[src/rtl/dbg_port_pkg.sv]
// rtl/dbg_port_pkg.sv - shared types and constants for the debug/result port
// State encoding, register map and STATUS bit layout.
package dbg_port_pkg;

  typedef enum logic [1:0] {
    ST_RUN   = 2'd0,
    ST_DRAIN = 2'd1,
    ST_DONE  = 2'd2
  } state_e;

  localparam logic [1:0] ADDR_CHAR   = 2'd0;
  localparam logic [1:0] ADDR_CHECK  = 2'd1;
  localparam logic [1:0] ADDR_HALT   = 2'd2;
  localparam logic [1:0] ADDR_STATUS = 2'd3;

  localparam int STAT_EMPTY_BIT = 0;
  localparam int STAT_FULL_BIT  = 1;
  localparam int STAT_OVF_BIT   = 2;
  localparam int STAT_STATE_LSB = 3;

endpackage

[src/rtl/dbg_fifo.sv]
// rtl/dbg_fifo.sv - console character FIFO with registered head
// Extra pointer bit separates full from empty; a pop frees room for a same-edge push.
module dbg_fifo
  import dbg_port_pkg::*;
#(
  parameter int DEPTH = 16,
  parameter int WIDTH = 8
) (
  input  logic             clk_i,
  input  logic             rst_i,
  input  logic             push_i,
  input  logic [WIDTH-1:0] push_data_i,
  input  logic             pop_i,
  output logic [WIDTH-1:0] head_o,
  output logic             valid_o,
  output logic             full_o,
  output logic             empty_o,
  output logic             push_ok_o
);

  localparam int AW = $clog2(DEPTH);

  logic [WIDTH-1:0] mem_q [DEPTH];
  logic [AW:0]      wr_ptr_q, wr_ptr_d;
  logic [AW:0]      rd_ptr_q, rd_ptr_d;
  logic             pop_ok;
  logic             push_ok;

  assign empty_o = (wr_ptr_q == rd_ptr_q);
  assign full_o  = (wr_ptr_q[AW] != rd_ptr_q[AW]) &&
                   (wr_ptr_q[AW-1:0] == rd_ptr_q[AW-1:0]);

  assign pop_ok  = pop_i && !empty_o;
  assign push_ok = push_i && (!full_o || pop_ok);

  assign push_ok_o = push_ok;
  assign valid_o   = !empty_o;
  assign head_o    = mem_q[rd_ptr_q[AW-1:0]];

  always_comb begin
    wr_ptr_d = wr_ptr_q;
    rd_ptr_d = rd_ptr_q;
    if (push_ok) wr_ptr_d = wr_ptr_q + 1'b1;
    if (pop_ok)  rd_ptr_d = rd_ptr_q + 1'b1;
  end

  always_ff @(posedge clk_i or posedge rst_i) begin
    if (rst_i) begin
      wr_ptr_q <= '0;
      rd_ptr_q <= '0;
    end else begin
      wr_ptr_q <= wr_ptr_d;
      rd_ptr_q <= rd_ptr_d;
    end
  end

  // Storage is not reset; occupancy is defined entirely by the pointers.
  always_ff @(posedge clk_i) begin
    if (push_ok) mem_q[wr_ptr_q[AW-1:0]] <= push_data_i;
  end

endmodule

[src/rtl/dbg_port.sv]
// rtl/dbg_port.sv - debug/result port between CPU bus and test bench
// Console FIFO, pass/fail counters, halt exit code and RUN/DRAIN/DONE sequencing.
module dbg_port
  import dbg_port_pkg::*;
#(
  parameter int FIFO_DEPTH  = 16,
  parameter int COUNT_WIDTH = 16,
  parameter int DATA_WIDTH  = 8
) (
  input  logic                   CLK,
  input  logic                   RST,
  input  logic [1:0]             BUS_ADDR,
  input  logic [DATA_WIDTH-1:0]  BUS_DATA_IN,
  input  logic                   BUS_WE,
  input  logic                   BUS_RE,
  output logic [DATA_WIDTH-1:0]  BUS_DATA_OUT,
  output logic [DATA_WIDTH-1:0]  OUT_DATA,
  output logic                   OUT_VALID,
  input  logic                   OUT_READY,
  output logic [COUNT_WIDTH-1:0] PASS_COUNT,
  output logic [COUNT_WIDTH-1:0] FAIL_COUNT,
  output logic                   OVERFLOW,
  output logic                   DONE,
  output logic [DATA_WIDTH-1:0]  EXIT_CODE,
  output logic                   ALL_OK
);

  state_e                 state_q, state_d;
  logic [COUNT_WIDTH-1:0] pass_q, pass_d;
  logic [COUNT_WIDTH-1:0] fail_q, fail_d;
  logic                   ovf_q, ovf_d;
  logic [DATA_WIDTH-1:0]  exit_q, exit_d;
  logic [DATA_WIDTH-1:0]  rdata_q, rdata_d;
  logic                   done_q;

  logic                   wr_en;
  logic                   char_wr, check_wr, halt_wr;
  logic                   fifo_pop, fifo_full, fifo_empty, fifo_valid, fifo_push_ok;
  logic [DATA_WIDTH-1:0]  fifo_head;
  logic [DATA_WIDTH-1:0]  status_w;

  // Bus writes only have an effect while the program is still running.
  assign wr_en    = BUS_WE && (state_q == ST_RUN);
  assign char_wr  = wr_en && (BUS_ADDR == ADDR_CHAR);
  assign check_wr = wr_en && (BUS_ADDR == ADDR_CHECK);
  assign halt_wr  = wr_en && (BUS_ADDR == ADDR_HALT);
  assign fifo_pop = OUT_READY && fifo_valid;

  dbg_fifo #(
    .DEPTH (FIFO_DEPTH),
    .WIDTH (DATA_WIDTH)
  ) u_fifo (
    .clk_i       (CLK),
    .rst_i       (RST),
    .push_i      (char_wr),
    .push_data_i (BUS_DATA_IN),
    .pop_i       (fifo_pop),
    .head_o      (fifo_head),
    .valid_o     (fifo_valid),
    .full_o      (fifo_full),
    .empty_o     (fifo_empty),
    .push_ok_o   (fifo_push_ok)
  );

  always_comb begin
    status_w = '0;
    status_w[STAT_EMPTY_BIT]         = fifo_empty;
    status_w[STAT_FULL_BIT]          = fifo_full;
    status_w[STAT_OVF_BIT]           = ovf_q;
    status_w[STAT_STATE_LSB +: 2]    = state_q;
  end

  always_comb begin
    state_d = state_q;
    pass_d  = pass_q;
    fail_d  = fail_q;
    ovf_d   = ovf_q;
    exit_d  = exit_q;
    rdata_d = rdata_q;

    case (state_q)
      ST_RUN:   if (halt_wr) state_d = ST_DRAIN;
      ST_DRAIN: if (fifo_empty) state_d = ST_DONE;
      ST_DONE:  state_d = ST_DONE;
      default:  state_d = ST_RUN;
    endcase

    if (halt_wr) exit_d = BUS_DATA_IN;

    if (check_wr) begin
      if (BUS_DATA_IN != '0) begin
        if (pass_q != '1) pass_d = pass_q + 1'b1;
      end else begin
        if (fail_q != '1) fail_d = fail_q + 1'b1;
      end
    end

    if (char_wr && !fifo_push_ok) ovf_d = 1'b1;

    if (BUS_RE) rdata_d = (BUS_ADDR == ADDR_STATUS) ? status_w : '0;
  end

  always_ff @(posedge CLK or posedge RST) begin
    if (RST) begin
      state_q <= ST_RUN;
      pass_q  <= '0;
      fail_q  <= '0;
      ovf_q   <= 1'b0;
      exit_q  <= '0;
      rdata_q <= '0;
      done_q  <= 1'b0;
    end else begin
      state_q <= state_d;
      pass_q  <= pass_d;
      fail_q  <= fail_d;
      ovf_q   <= ovf_d;
      exit_q  <= exit_d;
      rdata_q <= rdata_d;
      done_q  <= (state_d == ST_DONE);
    end
  end

  assign BUS_DATA_OUT = rdata_q;
  assign OUT_DATA     = fifo_head;
  assign OUT_VALID    = fifo_valid;
  assign PASS_COUNT   = pass_q;
  assign FAIL_COUNT   = fail_q;
  assign OVERFLOW     = ovf_q;
  assign DONE         = done_q;
  assign EXIT_CODE    = exit_q;
  assign ALL_OK       = (fail_q == '0) && !ovf_q &&
                        ((state_q != ST_DONE) || (exit_q == '0));

endmodule

[config.mk]
export PLATFORM = sky130hd
export DESIGN_NAME = dbg_port
export DESIGN_NICKNAME = d
export VERILOG_FILES = /design/src/rtl/dbg_port_pkg.sv /design/src/rtl/dbg_fifo.sv /design/src/rtl/dbg_port.sv
export SDC_FILE = /design/constraint.sdc
export NUM_CORES = 1
export LEC_CHECK = 0
export CORE_MARGIN = 8
export CORE_UTILIZATION = 40
export DETAILED_ROUTE_END_ITERATION = 8
export GPL_ROUTABILITY_DRIVEN = 0
export GPL_TIMING_DRIVEN = 0
export RECOVER_POWER = 50
export SETUP_SLACK_MARGIN = 0.1
export SYNTH_ARGS = -nofsm -noshare
export SYNTH_HDL_FRONTEND = slang
export SYNTH_HIERARCHICAL = 1
export SYNTH_SLANG_ARGS = --single-unit
[constraint.sdc]
create_clock -name CLK -period 7.1 [get_ports CLK]
set_input_delay 1.42 -clock CLK [delete_from_list [all_inputs] [get_ports CLK]]
set_output_delay 1.42 -clock CLK [all_outputs]
set_load 0.02 [all_outputs]
; Word-level counts from Yosys, hierarchy flattened
; Memories as Yosys holds them, arrays and structs flattened.
; Index checks and enable logic that the tools add are counted.
[totals]
word_cells = 57
reg_bits = 62
inputBits = 15
memories = 1
ram_bits = 128
[classes]
n_addsub = 4
n_bitwise = 1
reduce_logical = 24
n_eq_ne = 12
n_mux = 6
[mem_list]
columns = name, words, width, read_ports, rd_ports_with_merged_regs, wr, line_no
row1 = u_fifo.mem_q, 16, 8, 1, 0, 1, dbg_fifo.sv:23  ; logic [WIDTH-1:0] mem_q [DEPTH];
[ops]
columns = operator, count
row1 = 16-bit by 1-bit adder with 16-bit output (second input constant), 2
row2 = 16-bit != test (second input constant), 2
row3 = 16-bit zero test, 1
row4 = 1-bit logical AND, 11
row5 = 5-bit by 1-bit adder with 5-bit output (second input constant), 2
row6 = 2-bit equality test (second input constant), 4
row7 = 8-bit zero test, 1
row8 = 8-bit nonzero test, 1
row9 = 2-bit one-hot mux with 3 select lines, 1
row10 = 3-bit AND reduction, 2
row11 = 5-bit equality test, 1
row12 = 5-bit 2-to-1 mux, 1
row13 = 2-bit by 1-bit equality test with 1-bit output (second input constant), 2
row14 = 4-bit equality test, 1
row15 = 1-bit zero test, 4
row16 = 2-bit zero test, 2
row17 = 2-bit 2-to-1 mux, 2
row18 = 1-bit logical OR, 2
row19 = 1-bit 2-to-1 mux, 2
row20 = 2-bit != test (second input constant), 1
row21 = 1-bit != test, 1
row22 = 1-bit inverter, 1

; Logic depth before layout (Yosys ltp)
; Gate-level depths: netlist of the first run.
[depth]
word_depth = 8
depth_mapped = 10
ltp_nobuf = 8

; Cells and area by module
; The synthesis of the first run kept the hierarchy.
[modules_own_cells]
columns = mod, seq_area_each_um2, cells_each, area_per_inst_um2, n_inst
row1 = dbg_fifo, 4093.9, 274, 5537.8, 1
row2 = dbg_port, 1226.2, 223, 2512.4, 1

; Worst setup path after synthesis of the first run
; Ideal clock, no wire load.
[synth_path]
path_kind = input -> register
start = in BUS_WE
end = mem u_fifo.mem_q[10][0] (enable)
cell_stages = 6
slack_ps = 3926
setup_ps = 332
arrival_ps = 2843
required_time_ps = 6768
n_path_buf = 1
cell_sequence = or3b_4 -> nor3_1 -> inv_1 -> a21oi_4 -> buf_6 -> and3_1
[synth_between]
elab_chain_len = 5
[synth_lines]
columns = item, line_no
row1 = from (decl), dbg_port.sv:14  ; input logic BUS_WE,
row2 = 1-bit logical AND, dbg_port.sv:43  ; assign wr_en = BUS_WE && (state_q == ST_RUN);
row3 = 1-bit logical AND, dbg_port.sv:44  ; assign char_wr = wr_en && (BUS_ADDR == ADDR_CHAR);
row4 = via char_wr, dbg_port.sv:37  ; logic char_wr, check_wr, halt_wr;
row5 = 1-bit logical AND, dbg_fifo.sv:34  ; assign push_ok = push_i && (!full_o || pop_ok);
row6 = via fifo_push_ok, dbg_port.sv:38  ; logic fifo_pop, fifo_full, fifo_empty, fifo_valid, fifo_push_ok;
row7 = 1-bit 2-to-1 mux, dbg_fifo.sv:59  ; if (push_ok) mem_q[wr_ptr_q[AW-1:0]] <= push_data_i;
row8 = 1-bit 2-to-1 mux (implied by the code), dbg_fifo.sv:59
row9 = to (decl), dbg_fifo.sv:23
; The timed path passes the listed nets, and every way through them passes these cells.

; Worst setup path after layout of the first run
[layout_path]
start = reg u_fifo.rd_ptr_q[1]
end = out OUT_VALID
[layout_between]
elab_chain_len = 2
[layout_lines]
columns = item, line_no
row1 = from (decl), dbg_fifo.sv:25  ; logic [AW:0] rd_ptr_q, rd_ptr_d;
row2 = from (signal assigned), dbg_fifo.sv:53  ; rd_ptr_q <= rd_ptr_d;
row3 = 5-bit equality test, dbg_fifo.sv:29  ; assign empty_o = (wr_ptr_q == rd_ptr_q);
row4 = 1-bit zero test, dbg_fifo.sv:37  ; assign valid_o = !empty_o;
row5 = to (decl), dbg_port.sv:18  ; output logic OUT_VALID,
; No other way between the ends.

==> flow_metrics.env, run 1 <==
export IMPL_worstPathArrival_ns=3.48
export IMPL_synth_edf_count=128
export IMPL_hold_path_startpoint="u_fifo/rd_ptr_q[4]$_DFFE_PP0P_"
export IMPL_use_met2_pct=24.15
export IMPL_ys_top_cells_by_area="edfxtp_1 (48%), dfrtp_1 (18%), mux4_2 (9.0%), xor2_1 (3.7%), mux2_2 (1.7%)"
export IMPL_clkTransAtPathRegs_ns=0.06
export IMPL_min_path_type="reg2reg"
export IMPL_instances_no_fill=873
export IMPL_wl_per_cell_um=20.12
export IMPL_synth_simple_area_share_pct=10.96
export IMPL_dieHeight_um=157.9
export IMPL_min_to="u_fifo/rd_ptr_q[4]$_DFFE_PP0P_"
export IMPL_drive_gt1_share_pct=16.11
export IMPL_antenna_left=0
export IMPL_synth_fa_ha_area_share_pct=1.243
export IMPL_drc_errors=0
export IMPL_grt_pass1_vias=4832
export IMPL_synth_top_area_share_pct=47.75
export IMPL_area_growth_pct=19.23
export IMPL_whs_ns=0.4924
export IMPL_setup_viol=0
export IMPL_maxCapViolations=2
export IMPL_antenna_found_initial=1
export IMPL_dr_pass1_iters=4
export IMPL_synth_top_family_by_area="simple AND/OR/NAND/NOR gates"
export IMPL_synthXorXnorAreaFrac_pct=4.554
export IMPL_yosysSeqAreaShare_pct=66.09
export IMPL_io_pins=75
export IMPL_path_class="reg2out"
export IMPL_status="finished, violations left"
export IMPL_ff2ff_path_depth=9
export IMPL_hpwl_mm=11.87
export IMPL_setup_tns_ns=0
export IMPL_dieWidth_um=157.9
export IMPL_rsz0062_at_grt="false"
export IMPL_synthMuxAreaShare_pct=10.96
export IMPL_cts_buffers=17
export IMPL_insertion_delay_ns=0.43
export IMPL_finalMaxSlewViolations=48
export IMPL_synth_compound_gate_area_share_pct=3.855
export IMPL_power_density_nw_per_um2=339.8
export IMPL_yosys_cell_types_count=51
export IMPL_finalCriticalPeriod_ns=4.904
export IMPL_timing_final_crit_share_pct=69.08
export IMPL_cts_sinks=187
export IMPL_grt_overflow=0
export IMPL_vias=4604
export IMPL_leakage_uw=0.003548
export IMPL_synthCells=497
export IMPL_cts_repair_resized=0
export IMPL_start_util_pct=40.30
export IMPL_grt_pass1_wl_mm=27.08
export IMPL_cp_start_kind="flop"
export IMPL_htreeDepth=4
export IMPL_slew_headroom_pct=-28.71
export IMPL_final_hold_violation_count=0
export IMPL_reg2reg_slack_ns=2.96
export IMPL_dp_cells=840
export IMPL_via_per_inst=5.274
export IMPL_root_buffer="clkbuf_16"
export IMPL_synthFlopType="edfxtp_1"
export IMPL_fin_skew_ns=0.009194
export IMPL_grtUsageMet1_pct=18.42
export IMPL_die_area_um2=24920
export IMPL_end_kind="output port"
export IMPL_violations="capacitance limit, slew limit"
export IMPL_portBuffers=70
export IMPL_core_um2=19970
export IMPL_total_power_uw=3261
export IMPL_max_vdd_ir_drop_mv=0.1832
export IMPL_cts_hold_buf=0
export IMPL_yosys_area_top_type="edfxtp_1"
export IMPL_min_path_cells=1
export IMPL_syn_area_per_cell_um2=16.20
export IMPL_crit_required_ns=5.68
export IMPL_cts_buffer_depth=2
export IMPL_nNetsFinal=612
export IMPL_wl_mm=17.57
export IMPL_post_cts_repair_setup_buffers=0
export IMPL_grt_busiest_layer="met2"
export IMPL_r2r_end="u_fifo/mem_q[7][5]$_DFFE_PP_"
export IMPL_cts_tree="yes"
export IMPL_grtUsageMet3_pct=4.805
export IMPL_fmax_ghz=0.2039
export IMPL_crit_fanout=10
export IMPL_reg2reg_from="u_fifo/rd_ptr_q[1]$_DFFE_PP0P_"
export IMPL_tightest_slew_ns=1.931
export IMPL_grt_max_degree=37
export IMPL_ys_warn_count=6
export IMPL_fp_row_count=52
export IMPL_drt_iter0_markers=248
export IMPL_ys_ff_latch=187
export IMPL_syn_area_um2=8050
export IMPL_grt_total_usage_pct=14.75
export IMPL_async_flop_share_pct=31.55
metal layers:
metal | vias up | part of all wire (%)
met2 | 124 | 49
li1 | 2107 | -
met4 | 0 | 1.1
met3 | 14 | 6.8
met1 | 2359 | 43
met5 | - | 0
cell usage in the layout (no fill, tap or decap), types with 3 or more instances in the layout:
cell,count
a21oi_1,5
a22oi_1,17
and2_1,3
and3_1,18
and4_1,3
buf_2,4
buf_4,3
buf_6,3
clkbuf_1,13
clkbuf_16,17
clkdlybuf4s50_1,52
conb_1,3
dfrtp_1,59
dlygate4sd3_1,18
edfxtp_1,128
ha_1,8
inv_1,17
inv_6,5
mux2_2,12
mux4_2,32
nand2_1,29
nand2b_1,3
nand3_1,14
nand4_1,9
nor2_1,10
nor2b_1,5
nor3_1,13
nor3b_1,4
nor4_1,10
nor4_4,5
o22ai_1,5
xnor2_1,6
xor2_1,34
metrics by stage:
step / worst slack, ns / area, µm² / util (%)
after global placement: 2.889 / 9096 / 45.54
final: 2.196 / 9598 / 48.05
after global routing: 1.799 / 9598 / 48.05
after floorplan: 3.926 / 8058 / -
after CTS: 2.833 / 9641 / 48.26
after detailed placement: 2.834 / 9116 / 45.64
critical path, cell delays in order, from the launching register on:
cell and delay, ns:
dfrtp_1 0.35, clkbuf_1 0.40, xor2_1 0.12, nor4_1 1.30
nand2_1 0.25, clkdlybuf4s50_1 0.64
where the power goes:
group | internal [µW] | leakage [µW] | switching (µW)
Clock | 451 | 0.000254 | 407
Combinational | 484 | 0.00138 | 574
Sequential | 1260 | 0.00192 | 87.6
Total | 2190 | 0.00355 | 1070
synthesized netlist by cell type, types with 2 or more instances:
| library cell | n |
|---|---|
| edfxtp_1 | 128 |
| dfrtp_1 | 59 |
| xor2_1 | 34 |
| mux4_2 | 32 |
| nand2_1 | 29 |
| and3_1 | 18 |
| a22oi_1 | 17 |
| inv_1 | 17 |
| nand3_1 | 14 |
| nor3_1 | 13 |
| mux2_2 | 12 |
| nor2_1 | 10 |
| nand4_1 | 9 |
| nor4_1 | 9 |
| clkbuf_1 | 8 |
| ha_1 | 8 |
| nor4_4 | 6 |
| xnor2_1 | 6 |
| a21oi_1 | 5 |
| nor2b_1 | 5 |
| o22ai_1 | 5 |
| and2_1 | 4 |
| buf_2 | 4 |
| buf_6 | 4 |
| nor3b_1 | 4 |
| and4_1 | 3 |
| buf_4 | 3 |
| nand2b_1 | 3 |
| a211oi_1 | 2 |
| and4bb_2 | 2 |
| nor4b_1 | 2 |
| o2111ai_1 | 2 |
| o21ai_0 | 2 |
state kept, by name, summed over array words and instances (netlist names):
| name | count |
|---|---|
| state_q | 2 |
| PASS_COUNT | 16 |
| u_fifo/mem_q | 128 |
| DONE | 1 |
| EXIT_CODE | 8 |
| u_fifo/wr_ptr_q | 5 |
| OVERFLOW | 1 |
| FAIL_COUNT | 16 |
| u_fifo/rd_ptr_q | 5 |
| BUS_DATA_OUT | 5 |
cell type report:
cell class              instances  area, µm²
plain buffers                  20      113.9
flip-flops and latches        187       5320
clock inverters                12      87.58
clock buffers                  20      436.7
inverters                      17      63.81
multi-input cells             275       2531
diodes                          1      2.502
fillers                      1753      10380
repair buffers                 71      704.4
well taps                     270      337.8
worst max-delay path by stage:
stage	from	endpoint	slack, ns
after detailed placement	BUS_WE	u_fifo/mem_q[15][0]$_DFFE_PP_	2.83
final	u_fifo/rd_ptr_q[1]$_DFFE_PP0P_	OUT_VALID	2.20
after CTS	u_fifo/rd_ptr_q[1]$_DFFE_PP0P_	OUT_DATA[2]	2.83
after global routing	u_fifo/rd_ptr_q[1]$_DFFE_PP0P_	OUT_VALID	1.80
after global placement	BUS_WE	u_fifo/mem_q[15][7]$_DFFE_PP_	2.89
after floorplan	BUS_WE	u_fifo/mem_q[10][0]$_DFFE_PP_	3.93
cell families after synthesis:
logic type                 Yosys count
DFF                                187
and+or+nand+nor                    137
muxes                               46
xor gates and xnor gates            41
AOI/OAI and AO/OA                   40
buffers and inverters               37
adders and majority gates            8
other                                1
(Power assumes the default switching activity.)
==> run 2: changes to the inputs <==
clock period = 4.1 ns   (was 7.1 ns; I/O delays follow)
==> run 2 against run 1 <==
The run still ends with capacitance limit, slew limit left; non-clock buffer count did not move; die area did not move; final area rose by 0.27%; via count rose by 0.26%; power rose by 74%; critical endpoint is now OUT_DATA[2]; highest routed layer unchanged.
==> flow_metrics.env, run 2 (synthesis results as in run 1) <==
export IMPL_status="finished, violations left"
export IMPL_violations="capacitance limit, slew limit"
export IMPL_crit_fanout=10
export IMPL_final_hold_violation_count=0
export IMPL_start_util_pct=40.30
export IMPL_grt_pass1_wl_mm=27.08
export IMPL_fin_ws_ns=0.4127
export IMPL_grt_max_degree=37
export IMPL_dieHeight_um=157.9
export IMPL_cts_repair_resized=0
export IMPL_insertion_delay_ns=0.44
export IMPL_root_buffer="clkbuf_16"
export IMPL_clkTransAtPathRegs_ns=0.06
export IMPL_max_vdd_ir_drop_mv=0.3151
export IMPL_antenna_left=0
export IMPL_finalMaxSlewViolations=37
export IMPL_grt_total_usage_pct=14.75
export IMPL_cp_start_kind="flop"
export IMPL_cts_buffers=17
export IMPL_grt_pass1_vias=4832
export IMPL_wl_mm=17.56
export IMPL_fin_skew_ns=0.01853
export IMPL_antenna_found_initial=1
export IMPL_io_pins=75
export IMPL_cts_tree="yes"
export IMPL_setup_tns_ns=0
export IMPL_maxCapViolations=1
export IMPL_timing_final_crit_share_pct=89.93
export IMPL_htreeDepth=4
export IMPL_crit_required_ns=3.28
export IMPL_setup_viol=0
export IMPL_fmax_ghz=0.2712
export IMPL_hpwl_mm=11.87
export IMPL_layout_common_cells="edfxtp_1 (128), dfrtp_1 (59), clkdlybuf4s50_1 (47)"
export IMPL_min_path_type="reg2reg"
export IMPL_rsz0062_at_grt="false"
export IMPL_core_um2=19970
export IMPL_cp_slowest_cell="clkdlybuf4s50_1"
export IMPL_path_class="reg2out"
export IMPL_fp_row_count=52
export IMPL_worstPathArrival_ns=2.87
export IMPL_end_kind="output port"
export IMPL_place_ws_ns=0.4338
export IMPL_slew_headroom_pct=-28.82
export IMPL_die_area_um2=24920
export IMPL_dr_pass1_iters=4
export IMPL_drc_errors=0
export IMPL_cts_sinks=187
export IMPL_portBuffers=70
export IMPL_via_per_inst=5.288
export IMPL_leakage_uw=0.003563
export IMPL_reg2reg_slack_ns=0.97
export IMPL_tightest_slew_ns=1.932
export IMPL_dieWidth_um=157.9
export IMPL_cts_hold_buf=0
export IMPL_post_route_util_pct=48.18
export IMPL_vias=4616
export IMPL_area_growth_pct=19.55
export IMPL_power_density_nw_per_um2=590.7
export IMPL_post_cts_repair_setup_buffers=0
export IMPL_slowest_delay_ns=0.55
export IMPL_crit_chain="buf_6 > clkbuf_1 > mux4_2 > a22oi_1 > nand2_1 > clkdlybuf4s50_1"
export IMPL_finalCriticalPeriod_ns=3.687
export IMPL_fillers=1747
export IMPL_largest_reg_flops=128
export IMPL_grt_overflow=0
export IMPL_drt_iter0_markers=260
export IMPL_drive_gt1_share_pct=16.61
export IMPL_nNetsFinal=612
export IMPL_mostFrequentLayoutCell="edfxtp_1"
export IMPL_wl_per_cell_um=20.12
export IMPL_cts_buffer_depth=2
## run 2: cell types whose count changed in the layout (fill, tap and decap cells not counted), sizes merged
cell | previous run | this run
dlygate4sd3 | 18 | 23
buf | 11 | 12
clkbuf | 30 | 29
clkdlybuf4s50 | 52 | 47
## run 2: area by class of cell
cell class              count  area [µm²]  share of cell area [%]
flip-flops and latches    187        5320                   55.28
clock buffers              20       436.7                   4.537
plain buffers              20       121.4                   1.261
well taps                 270       337.8                   3.510
multi-input cells         275        2550                   26.50
inverters                  17       63.81                  0.6630
diodes                      1       2.502                 0.02600
repair buffers             71       704.4                   7.319
clock inverters            12       87.58                  0.9100
## run 2: metal layers
| metal | GRT usage [%] | up-vias | wire length [µm] |
|---|---|---|---|
| met3 | 4.805 | 9 | 1147 |
| met1 | 18.42 | 2375 | 7500 |
| met5 | 0 | - | 0 |
| met4 | 4.170 | 0 | 159 |
| met2 | 24.15 | 120 | 8757 |
| li1 | - | 2112 | - |
## run 2: stage by stage
| step | instances | power [µW] | hold WS [ns] | area (µm²) |
|---|---|---|---|---|
| after CTS | 872 | 5769 | 0.4924 | 9641 |
| final | 873 | 5685 | 0.4916 | 9624 |
| after global placement | 839 | 4240 | 0.4783 | 9096 |
| after global routing | 873 | 5960 | 0.5059 | 9624 |
| after floorplan | 499 | 3553 | 0.4617 | 8058 |
| after detailed placement | 840 | 4278 | 0.4779 | 9116 |
## run 2: critical path, delay by kind of cell (launching register included)
kind	cells	cell delay [ns]
compound gates	1	0.30
buf+inv	3	1.24
flops	1	0.36
simple gates	1	0.11
mux	1	0.43
## run 2: path summary, 6_finish.rpt
| path | start | endpoint | cells past startpoint |
|---|---|---|---|
| max in group asynchronous | RST | PASS_COUNT[6]$_DFFE_PP0P_ | 3 |
| min | u_fifo/rd_ptr_q[4]$_DFFE_PP0P_ | u_fifo/rd_ptr_q[4]$_DFFE_PP0P_ | 1 |
| min reg2reg | u_fifo/rd_ptr_q[4]$_DFFE_PP0P_ | u_fifo/rd_ptr_q[4]$_DFFE_PP0P_ | 1 |
| max | u_fifo/rd_ptr_q[1]$_DFFE_PP0P_ | OUT_DATA[2] | 6 |
| min in group asynchronous | RST | u_fifo/wr_ptr_q[0]$_DFFE_PP0P_ | 2 |
| max reg2reg | u_fifo/rd_ptr_q[1]$_DFFE_PP0P_ | u_fifo/mem_q[7][7]$_DFFE_PP_ | 9 |
## run 2: power breakdown
group	total (µW)	internal [µW]	switching [µW]	leakage, µW
Clock	1490	781	708	0.000254
Sequential	2330	2180	152	0.00192
Combinational	1870	846	1020	0.00139
Total	5690	3810	1880	0.00356
==> run 3: changes to the inputs <==
DONT_BUFFER_PORTS = 1   (was default)
==> run 3 against run 2 <==
The flow still finishes with violations (capacitance limit, slew limit); clock skew shrank 0.011 ns; die area is the same; clock-buffer cell count rose by 1; sequential share of layout area is 4.0 points higher; maximum frequency grew 7.9%; first-iteration DRC count is 22% higher; global-route usage about the same; critical path depth grew 3; critical path type is now reg2reg; register-to-register slack got worse by 0.29 ns.
==> flow_metrics.env, run 3 (synthesis results as in run 1) <==
export IMPL_finalCriticalPeriod_ns=3.418
export IMPL_power_switching_share_pct=33.88
export IMPL_leakage_uw=0.003314
export IMPL_drc_errors=0
export IMPL_cts_buffer_depth=2
export IMPL_crit_chain="buf_6 > xor2_1 > nor4_4 > nand2_1 > and2_1 > nor2_1 > a21oi_4 > buf_6 > and3_1"
export IMPL_mostFrequentLayoutCell="edfxtp_1"
export IMPL_p_int_uw=3638
export IMPL_dp_cells=770
export IMPL_dr_pass1_iters=4
export IMPL_r2r_end="u_fifo/mem_q[5][0]$_DFFE_PP_"
export IMPL_insertion_delay_ns=0.42
export IMPL_largest_reg_flops=128
export IMPL_core_um2=19970
export IMPL_slew_headroom_pct=-55.38
export IMPL_cts_sinks=187
export IMPL_crit_cells=9
export IMPL_wl_met1_mm=7.109
export IMPL_io_pins=75
export IMPL_grt_pass1_vias=4617
export IMPL_portBuffers=0
export IMPL_endpoint="u_fifo/mem_q[5][0]$_DFFE_PP_"
export IMPL_min_path_type="in2async"
export IMPL_crit_family="simple AND/OR/NAND/NOR gates"
export IMPL_maxCapViolations=1
export IMPL_reg2reg_slack_ns=0.68
export IMPL_fmax_ghz=0.2926
export IMPL_dpl_cell_area_um2=8416
export IMPL_via_per_inst=5.416
export IMPL_critical_path_n_buffers_inverters=2
export IMPL_crit_required_ns=4.21
export IMPL_diodes=0
export IMPL_regArea_um2=5320
export IMPL_clkPwrFrac_pct=28.8
export IMPL_grt_pass1_wl_mm=27.04
export IMPL_violations="capacitance limit, slew limit"
export IMPL_cp_slowest_cell="nor4_4"
export IMPL_power_frac_seq_pct=44.4
export IMPL_fillers=1791
export IMPL_max_vdd_ir_drop_mv=0.3383
export IMPL_antenna_left=0
export IMPL_setup_viol=0
export IMPL_grt_total_usage_pct=14.74
export IMPL_wl_mm=17.37
export IMPL_power_switching_uw=1864
export IMPL_cpMostUsedCell="buf_6"
export IMPL_power_density_nw_per_um2=612.8
export IMPL_cts_repair_resized=0
export IMPL_hpwl_mm=12.10
export IMPL_multi_input_area_um2=2552
export IMPL_cp_start_kind="flop"
export IMPL_status="finished, violations left"
export IMPL_wl_met2_mm=8.680
export IMPL_final_hold_violation_count=0
export IMPL_crit_fanout=10
export IMPL_cts_tree="yes"
export IMPL_reg2reg_from="u_fifo/rd_ptr_q[1]$_DFFE_PP0P_"
export IMPL_grt_max_degree=45
export IMPL_timing_final_crit_share_pct=83.37
export IMPL_tightest_slew_ns=2.331
export IMPL_clkTransAtPathRegs_ns=0.07
export IMPL_cts_buffers=17
export IMPL_start_util_pct=40.30
export IMPL_end_kind="flop"
export IMPL_layout_common_cells="edfxtp_1 (128), dfrtp_1 (59), xor2_1 (34)"
export IMPL_rsz0062_at_grt="false"
export IMPL_routed_top_layer="met4"
export IMPL_grt_overflow=0
export IMPL_wl_met3_mm=1.319
export IMPL_drive_gt1_share_pct=19.55
export IMPL_comb_power_share_pct=26.8
export IMPL_cts_hold_buf=0
export IMPL_drt_iter0_markers=317
export IMPL_whs_ns=0.1934
export IMPL_cp_startpoint="u_fifo/rd_ptr_q[1]$_DFFE_PP0P_"
export IMPL_setup_tns_ns=0
export IMPL_antenna_found_initial=0
export IMPL_htreeDepth=4
export IMPL_slowest_delay_ns=0.64
export IMPL_vias=4344
export IMPL_ff2ff_path_depth=9
export IMPL_fin_skew_ns=0.007141
export IMPL_area_growth_pct=11.52
export IMPL_worstPathArrival_ns=3.53
export IMPL_finalMaxSlewViolations=45
export IMPL_fp_row_count=52
export IMPL_post_cts_repair_setup_buffers=0
export IMPL_root_buffer="clkbuf_16"
export IMPL_die_area_um2=24920
export IMPL_dieWidth_um=157.9
export IMPL_wl_per_cell_um=21.66
export IMPL_instances_no_fill=802
export IMPL_nNetsFinal=542
export IMPL_finalInstanceArea_um2=8977
export IMPL_dieHeight_um=157.9
export IMPL_total_power_uw=5501
export IMPL_path_class="reg2reg"
==> run 3: cell types whose count changed in the layout (fill, tap and decap cells not counted), moves of 2 or more <==
cell and delta:
clkdlybuf4s50_1 -47, dlygate4sd3_1 -23, inv_8 +3, clkbuf_8 +2, clkbuf_1 -2
==> run 3: layout make-up <==
type                       count  share of cell area (%)
tap                          270                   3.763
clock buffer                  21                   5.366
buffer                        20                   1.352
multi-input combinational    275                   28.43
clock inverter                11                   1.073
sequential                   187                   59.26
timing repair buffer           1                 0.04181
inverter                      17                  0.7108
==> run 3: metrics by stage <==
stage | setup WS [ns] | utilization (%)
after floorplan | 1.252 | -
after global placement | 0.8009 | 42.03
after detailed placement | 0.7216 | 42.13
after CTS | 0.6839 | 45.03
after global routing | 0.4930 | 44.94
final | 0.6819 | 44.94
==> run 3: worst register-to-register path, stage by stage (launching register included) <==
cell	delay [ns]
dfrtp_1	0.40
buf_6	0.16
xor2_1	0.20
nor4_4	0.64
nand2_1	0.36
and2_1	0.29
nor2_1	0.36
a21oi_4	0.16
buf_6	0.19
and3_1	0.34
==> run 3: layer usage <==
layer | global-route usage (%) | vias to the layer above
met1 | 18.00 | 2254
met2 | 24.15 | 104
met4 | 5.032 | 0
met3 | 4.887 | 20
met5 | 0 | -
li1 | - | 1966
==> run 3: worst min-delay path by stage <==
| stage | from | end | slack (ns) | cells after the start |
|---|---|---|---|---|
| detailed placement | u_fifo/rd_ptr_q[4]$_DFFE_PP0P_ | u_fifo/rd_ptr_q[4]$_DFFE_PP0P_ | 0.48 | 1 |
| floorplan | u_fifo/rd_ptr_q[4]$_DFFE_PP0P_ | u_fifo/rd_ptr_q[4]$_DFFE_PP0P_ | 0.46 | 1 |
| global route | RST | BUS_DATA_OUT[1]$_DFFE_PP0P_ | 0.19 | 1 |
| CTS | RST | BUS_DATA_OUT[4]$_DFFE_PP0P_ | 0.15 | 1 |
| global placement | u_fifo/rd_ptr_q[4]$_DFFE_PP0P_ | u_fifo/rd_ptr_q[4]$_DFFE_PP0P_ | 0.48 | 1 |
| finish | RST | BUS_DATA_OUT[0]$_DFFE_PP0P_ | 0.19 | 1 |
==> run 3: power groups by stage <==
stage	combinational, µW	sequential, µW	clock, µW
floorplan	1130	2420	0
global placement	1460	2480	0
detailed placement	1490	2480	0
CTS	1500	2440	1630
global route	1590	2470	1710
finish	1470	2440	1590
